<file path="config.mk">
export PLATFORM = sky130hd
export DESIGN_NAME = bbqm_queue_ctrl
export DESIGN_NICKNAME = d
export VERILOG_FILES = /design/src/rtl/bbqm_queue_ctrl.sv
export SDC_FILE = /design/constraint.sdc
export NUM_CORES = 1
export LEC_CHECK = 0
export CAP_MARGIN = 5
export CORE_ASPECT_RATIO = 0.6
export CORE_UTILIZATION = 58
export CTS_CLUSTER_SIZE = 12
export DETAILED_ROUTE_END_ITERATION = 16
export GPL_ROUTABILITY_DRIVEN = 1
export PLACE_DENSITY = 0.8
export REMOVE_ABC_BUFFERS = 1
export SYNTH_ARGS = -nofsm -noshare
export SYNTH_HDL_FRONTEND = slang
export SYNTH_SLANG_ARGS = --single-unit
</file>
<file path="constraint.sdc">
create_clock -name clk -period 3.2 [get_ports clk]
set_clock_uncertainty 0.15 [all_clocks]
set_input_delay 0.48 -clock clk [delete_from_list [all_inputs] [get_ports clk]]
set_output_delay 0.48 -clock clk [all_outputs]
set_load 0.02 [all_outputs]
</file>
<file path="src/rtl/bbqm_queue_ctrl.sv">
// Queue controller: synchronised arrive/depart events, occupancy status, and
// estimated wait time ceil(count*SVC_TIME/tellers) in binary and BCD.
module bbqm_queue_ctrl #(
    parameter int unsigned MAX_Q    = 15,
    parameter int unsigned SVC_TIME = 3,
    parameter int unsigned CNT_W    = 4,
    parameter int unsigned TELLER_W = 2,
    parameter int unsigned WT_W     = 6
) (
    input  logic                clk,
    input  logic                reset,
    input  logic                arrive,
    input  logic                depart,
    input  logic [TELLER_W-1:0] tellers,
    output logic [CNT_W-1:0]    count,
    output logic                empty,
    output logic                full,
    output logic                overflow,
    output logic                underflow,
    output logic                closed,
    output logic [WT_W-1:0]     wt_bin,
    output logic [7:0]          wt_bcd,
    output logic                wt_valid
);

    localparam int unsigned NW     = WT_W + TELLER_W;
    localparam int unsigned TW1    = TELLER_W + 1;
    localparam int unsigned DW     = WT_W + 8;
    localparam int unsigned STEP_W = $clog2(WT_W + 1);
    localparam logic [STEP_W-1:0] LAST_STEP = STEP_W'(WT_W - 1);

    typedef enum logic [2:0] {IDLE, LOAD, DIV, BCD, DONE} state_t;

    state_t state, state_nxt;

    logic [2:0]          a_sync, d_sync;
    logic                a_evt, d_evt;
    logic [CNT_W-1:0]    cnt_nxt_c;
    logic                ovf_c, unf_c;

    logic [CNT_W-1:0]    lat_cnt;
    logic [TELLER_W-1:0] lat_tel;
    logic                force_q;
    logic                changed_c;
    logic [TELLER_W-1:0] rem;
    logic [WT_W-1:0]     dq;
    logic [WT_W-1:0]     bin_sr;
    logic [7:0]          bcd_sr;
    logic [STEP_W-1:0]   step;

    logic [NW-1:0]       num_c;
    logic [TW1-1:0]      trial_c, diff_c;
    logic                sub_ok_c;
    logic [WT_W-1:0]     dq_nxt_c;
    logic [7:0]          bcd_adj_c;
    logic [DW-1:0]       dd_c;

    // Two-flop synchroniser, third flop for edge detect, registered event.
    always_ff @(posedge clk or posedge reset) begin
        if (reset) begin
            a_sync <= '0;
            d_sync <= '0;
            a_evt  <= 1'b0;
            d_evt  <= 1'b0;
        end else begin
            a_sync <= {a_sync[1:0], arrive};
            d_sync <= {d_sync[1:0], depart};
            a_evt  <= a_sync[1] & ~a_sync[2];
            d_evt  <= d_sync[1] & ~d_sync[2];
        end
    end

    // Simultaneous arrive+depart on an empty queue admits the arrival.
    always_comb begin
        cnt_nxt_c = count;
        ovf_c     = 1'b0;
        unf_c     = 1'b0;
        if (a_evt && !d_evt) begin
            if (count < CNT_W'(MAX_Q)) cnt_nxt_c = count + CNT_W'(1);
            else                       ovf_c     = 1'b1;
        end else if (!a_evt && d_evt) begin
            if (count != '0) cnt_nxt_c = count - CNT_W'(1);
            else             unf_c     = 1'b1;
        end else if (a_evt && d_evt && count == '0) begin
            cnt_nxt_c = CNT_W'(1);
        end
    end

    always_ff @(posedge clk or posedge reset) begin
        if (reset) begin
            count     <= '0;
            empty     <= 1'b1;
            full      <= 1'b0;
            overflow  <= 1'b0;
            underflow <= 1'b0;
        end else begin
            count     <= cnt_nxt_c;
            empty     <= (cnt_nxt_c == '0);
            full      <= (cnt_nxt_c == CNT_W'(MAX_Q));
            overflow  <= ovf_c;
            underflow <= unf_c;
        end
    end

    // Wait-time datapath: numerator, restoring-divide step, double-dabble step.
    always_comb begin
        changed_c = force_q || (count != lat_cnt) || (tellers != lat_tel);
        num_c     = NW'(count) * NW'(SVC_TIME) + NW'(tellers) - NW'(1);
        trial_c   = {rem, dq[WT_W-1]};
        sub_ok_c  = (trial_c >= TW1'(lat_tel));
        diff_c    = trial_c - TW1'(lat_tel);
        dq_nxt_c  = {dq[WT_W-2:0], sub_ok_c};
        bcd_adj_c[3:0] = (bcd_sr[3:0] >= 4'd5) ? bcd_sr[3:0] + 4'd3 : bcd_sr[3:0];
        bcd_adj_c[7:4] = (bcd_sr[7:4] >= 4'd5) ? bcd_sr[7:4] + 4'd3 : bcd_sr[7:4];
        dd_c      = {bcd_adj_c, bin_sr} << 1;
    end

    always_ff @(posedge clk or posedge reset) begin
        if (reset) state <= IDLE;
        else       state <= state_nxt;
    end

    always_comb begin
        state_nxt = state;
        case (state)
            IDLE: if (changed_c) state_nxt = LOAD;
            LOAD: state_nxt = (tellers == '0) ? DONE : DIV;
            DIV: begin
                if (changed_c)              state_nxt = LOAD;
                else if (step == LAST_STEP) state_nxt = BCD;
            end
            BCD: begin
                if (changed_c)              state_nxt = LOAD;
                else if (step == LAST_STEP) state_nxt = DONE;
            end
            DONE:    state_nxt = changed_c ? LOAD : IDLE;
            default: state_nxt = IDLE;
        endcase
    end

    // Results are published only in DONE, so they hold until a computation completes.
    always_ff @(posedge clk or posedge reset) begin
        if (reset) begin
            lat_cnt  <= '0;
            lat_tel  <= '0;
            force_q  <= 1'b1;
            rem      <= '0;
            dq       <= '0;
            bin_sr   <= '0;
            bcd_sr   <= '0;
            step     <= '0;
            closed   <= 1'b0;
            wt_bin   <= '0;
            wt_bcd   <= 8'h00;
            wt_valid <= 1'b0;
        end else begin
            case (state)
                IDLE: if (changed_c) wt_valid <= 1'b0;
                LOAD: begin
                    lat_cnt  <= count;
                    lat_tel  <= tellers;
                    force_q  <= 1'b0;
                    wt_valid <= 1'b0;
                    step     <= '0;
                    if (tellers == '0) begin
                        closed <= 1'b1;
                        wt_bin <= '0;
                        wt_bcd <= 8'h00;
                    end else begin
                        closed <= 1'b0;
                        rem    <= num_c[NW-1:WT_W];
                        dq     <= num_c[WT_W-1:0];
                    end
                end
                DIV: begin
                    rem <= sub_ok_c ? TELLER_W'(diff_c) : TELLER_W'(trial_c);
                    dq  <= dq_nxt_c;
                    if (step == LAST_STEP) begin
                        step   <= '0;
                        bin_sr <= dq_nxt_c;
                        bcd_sr <= 8'h00;
                    end else begin
                        step <= step + STEP_W'(1);
                    end
                end
                BCD: begin
                    bcd_sr <= dd_c[DW-1:WT_W];
                    bin_sr <= dd_c[WT_W-1:0];
                    step   <= step + STEP_W'(1);
                end
                DONE: begin
                    if (!changed_c) begin
                        wt_valid <= 1'b1;
                        if (!closed) begin
                            wt_bin <= dq;
                            wt_bcd <= bcd_sr;
                        end
                    end
                end
                default: ;
            endcase
        end
    end

endmodule

</file>
; ---- Yosys cells after proc, flatten, opt, wreduce, memory -nomap -nowiden
; Cells that the tools add are included.
[totals]
reg_bits = 67
[op_classes]
order_cmp = 4
multipliers = 1
n_eq_ne = 16
muxes = 43
bitwise_logic = 4
n_addsub = 8
reduce_logical = 23
[ops]
columns = operator, n
row1 = one-hot mux 6 bit (2 select lines), 3
row2 = 2-to-1 mux 8 bit, 4
row3 = one-hot mux 8 bit (2 select lines), 2
row4 = 2-to-1 mux 6 bit, 5
row5 = 2-to-1 mux 3 bit, 8
row6 = 2-to-1 mux 4 bit, 6
row7 = one-hot mux 3 bit (5 select lines), 1
row8 = inequality test 2 bit (second input constant), 6
row9 = 2-to-1 mux 1 bit, 9
row10 = one-hot mux 3 bit (3 select lines), 1
row11 = >= comparator 4 x 3 -> 1 bit (second input constant), 2
row12 = zero test 4 bit, 2
row13 = subtractor 7 x 1 -> 8 bit (second input constant), 1
row14 = adder 6 x 2 -> 7 bit, 1
row15 = equality test 3 x 2 -> 1 bit (second input constant), 2
row16 = equality test 3 bit (second input constant), 2
row17 = multiplier 4 x 2 -> 6 bit (second input constant), 1
row18 = inequality test 3 bit (second input constant), 2
row19 = AND reduction 3 bit, 2
row20 = nonzero test 2 bit, 3
row21 = nonzero test 3 bit, 2
row22 = adder 4 x 1 -> 4 bit (second input constant), 1
row23 = adder 4 x 2 -> 4 bit (second input constant), 1
row24 = equality test 4 bit (second input constant), 1
row25 = other kinds (22), 31

; ---- Logic depth before layout (Yosys ltp)
[depth]
ltp_word = 6
ltp_mapped = 12
mapped_depth_nobuf = 12

; ---- Least setup slack after synthesis
; OpenSTA, ideal clock, no wires.
[synth_timing]
path_type = flip-flop to flip-flop
from = reg count[0]
to = reg dq[5]
arrival_ns = 2.735
synth_period_minus_slack_ns = 3.011
path_stages_with_launch = 13
required_time_ns = 2.924
setup_slack_ns = 0.189
path_buffers = 0
path_cell_list = dfrtp_1 inv_1 ha_1 xnor2_1 xnor2_1 ha_1 inv_1 fa_1 nand2b_1 a21oi_1 nor2_1 xnor2_1 a221o_1
[synth_between]
elab_chain_len = 5
[synth_lines]
columns = item, line_no
row1 = start: declaration, 15  ; output logic [CNT_W-1:0] count,
row2 = start signal: assignment, 97  ; count <= cnt_nxt_c;
row3 = multiplier 4 x 2 -> 6 bit, 108  ; num_c = NW'(count) * NW'(SVC_TIME) + NW'(tellers) - NW'(1);
row4 = adder 6 x 2 -> 7 bit, 108
row5 = subtractor 7 x 1 -> 8 bit, 108
row6 = 2-to-1 mux 6 bit, 165  ; if (tellers == '0) begin
row7 = one-hot mux 6 bit (2 select lines), 157  ; case (state)
row8 = end signal: assignment, 172  ; dq <= num_c[WT_W-1:0];
row9 = end signal: assignment, 177  ; dq <= dq_nxt_c;
row10 = end: declaration, 46  ; logic [WT_W-1:0] dq;
; Every way passes these cells. The select of a mux whose other input is x is not followed.
; A chain may end at the register's enable or synchronous reset.

; ---- Worst setup path in the final report
; Same ends and word-level chain as after synthesis.

==> metrics.md <==
| Metric | Value |
|---|---|
| Synthesis-to-layout area growth | `16.68%` |
| Number of synthesized register bits | `67` |
| P_leak | `0.002029 uW` |
| Ys flop type | `dfrtp_1` |
| RD Place Congestion | `0.8586` |
| Worst Path Arrival | `3.08 ns` |
| Worst-path clk slew | `0.07 ns` |
| Most area-consuming cells after synthesis | `dfrtp_1 (44%), ha_1 (8.2%), nand2_1 (5.5%)` |
| CP max stage delay | `0.41 ns` |
| R2R setup slack | `0.20 ns` |
| Slew @ Worst Pin | `0.6186 ns` |
| Slowest stage cell, crit path | `fa_1` |
| HP Start | `a_sync[0]` |
| Utilization after layout | `70.19%` |
| TritonCTS clock tree | `yes` |
| Largest net degree at the start of global routing | `68` |
| 1st-pass router iterations | `4` |
| Hold buffers post-CTS | `0` |
| Nets@finish | `444` |
| Layout cell share with drive strength beyond 1 | `9.615%` |
| Post-synth ARST share | `100.0%` |
| Die Ht | `63.67 um` |
| Post-Route Setup TNS | `0 ns` |
| EDFF count, synth | `0` |
| Final WS setup | `0.1973 ns` |
| Req. time, crit path | `3.28 ns` |
| Yosys warning count | `0` |
| RSZ-0062 raised after global routing | `false` |
| PortBufs | `29` |
| Final setup viols | `0` |
| PwrDens | `994.4 nW/um2` |
| Die footprint | `6671 um2` |
| Layout fillers | `473` |
| Total gr overflow | `0` |
| Max VDD drop | `587.6 uV` |
| Max_cap viols | `0` |
| Fmax | `333.0 MHz` |
| Initial antenna violation count | `0` |
| Post-DP HPWL | `5455 um` |
| Top cell type's share of synthesized area | `44.25%` |
| Synth area leader | `dfrtp_1` |
| Most common cell in the synthesized netlist | `dfrtp_1` |
| Synthesized cell area | `3676 um2` |
| Slew HR | `58.61%` |
| Final min period | `3.003 ns` |
| Cell family with most CP delay | `adder cells` |
| Startpoint Class | `register` |
| Critical path class | `reg2reg` |
| Synthesized area per cell | `9.803 um2` |
| CP Launch Point | `count[0]` |
| Initial Utilization | `60.16%` |
| Post-synthesis cell type count | `52` |
| Via/cell ratio | `5.598` |
| Final period utilization | `93.83%` |
| Post-CTS Setup Inserts | `0` |
| Cell count after synthesis | `375` |
| GRT Util Overall | `25.86%` |
| Area occupied by multi-input gates | `1774 um2` |
| Dpl ws | `0.1036 ns` |
| Routed Antenna Nets | `0` |
| Worst min-delay path category | `reg2reg` |
| WL/cell | `15.45 um` |
| Synth cell count leaders | `dfrtp_1 (65), nand2_1 (54), inv_1 (36)` |
| Post-CTS Resized | `0` |
| Vias in the first global route | `2,633` |
| Die width | `104.8 um` |
| Worst R2R Start | `count[0]` |
| TritonCTS Buffers | `9` |
| Worst-Skew Late Latency | `0.34 ns` |
| Critical-path cell list | `inv_1 > ha_1 > xnor2_1 > xnor2_1 > ha_1 > inv_1 > fa_1 > nand2b_1 > a21oi_1 > nor2_1 > xnor2_1 > a221o_1` |
| DRC Markers | `0` |
| CP Capture Type | `register` |
| Worst path bufs/invs | `2` |
| Core ar. | `6111 um2` |
| Via count | `2,799` |
| Top-Level Pins | `30` |
| Status | `finished clean` |
| # rows | `22` |
| Most used cell, CP | `xnor2_1` |
| Detailed Route Iter0 Violations | `177` |
| Pins Over Slew Limit | `0` |
| Clk root buf | `clkbuf_8` |
| Max H-tree Level | `3` |
| Sequential Area | `1679 um2` |
| Clock buffer depth | `2` |
| First-pass GRT wire length | `13,180 um` |
| Sequential fraction of the synthesis area | `45.68%` |
| Post-Route WL | `7727 um` |
| Ant. Diodes | `0` |
| Final hold viol count | `0` |
| CTS sink count | `67` |
| CP max FO | `5` |
==> state kept, by name (all words and copies together), names as in the netlist, 4 cells and up <==
register / flops
wt_bcd: 8
wt_bin: 6
lat_cnt: 4
dq: 6
bin_sr: 6
count: 4
bcd_sr: 8
==> worst reg2reg max path, stage by stage, from the launching register on <==
cell and delay (ns):
dfrtp_1 0.38, inv_1 0.14, ha_1 0.29, xnor2_1 0.20
xnor2_1 0.16, ha_1 0.18, inv_1 0.05, fa_1 0.41
nand2b_1 0.18, a21oi_1 0.21, nor2_1 0.08, xnor2_1 0.14
a221o_1 0.32
==> final cells by class <==
type,count,area share (%)
inverters,36,3.151
repair buffers,38,8.635
multi-input cells,260,41.37
flip-flops and latches,67,39.15
well taps,84,2.450
clock buffers,11,3.530
clock inverters,4,1.721
==> logic make-up (layout without fill, tap and decap cells) <==
group	Yosys count	count (layout)	synth area share, %
XOR/XNOR	14	14	3.336
buffers and inverters	48	89	6.058
AND/OR/NAND/NOR	113	113	14.91
AO/OA/AOI/OAI	84	84	14.30
flip-flops	67	67	45.68
multiplexers	23	23	6.467
adder cells (fa/ha/maj)	26	26	9.258
==> cells in the final DEF (no fill, tap or decap), types with 8 or more instances in the layout <==
cell             count
nand2b_1             8
xnor2_1              8
o21ai_0             32
ha_1                24
a21oi_1             14
nand2_1             54
dfrtp_1             65
nor2_1              21
clkbuf_8            11
nor3_1              11
buf_4                8
inv_1               35
mux2i_1             17
clkdlybuf4s50_1     29
==> where the power goes <==
group	total (uW)	switching [uW]	leakage, uW	internal (uW)
sequential	1290	216	0.000862	1080
clock	798	320	0.000115	477
combinational	2170	1260	0.00105	908
total	4260	1800	0.00203	2460
==> metrics by stage <==
stage / std cells / cell area [um2] / total power [uW] / hold WS [ns]
final: 500 / 4289 / 4265 / 0.2015
after floorplan: 363 / 3588 / 2812 / 0.1812
after detailed placement: 485 / 4064 / 3415 / 0.1880
after global placement: 485 / 4064 / 3330 / 0.1834
after CTS: 500 / 4289 / 4263 / 0.2103
after global routing: 500 / 4289 / 4603 / 0.2179
==> path summary, 6_finish.rpt <==
kind	to	cells after the start
max in group asynchronous	force_q	3
min in group asynchronous	step[2]	3
max	dq[5]	12
min reg2reg	a_sync[1]	0
min	a_sync[1]	0
max reg2reg	dq[5]	12
==> metal layers <==
metal / part of all wire (%) / vias up / wire length [um] / GRT usage (%)
li1: - / 1356 / - / -
met1: 51 / 1357 / 3918 / 38.88
met2: 42 / 74 / 3217 / 37.83
met3: 6.4 / 12 / 491 / 4.658
met4: 1.3 / 0 / 99 / 8.275
met5: 0 / - / 0 / 0
Power figures use the tool's default switching activity.
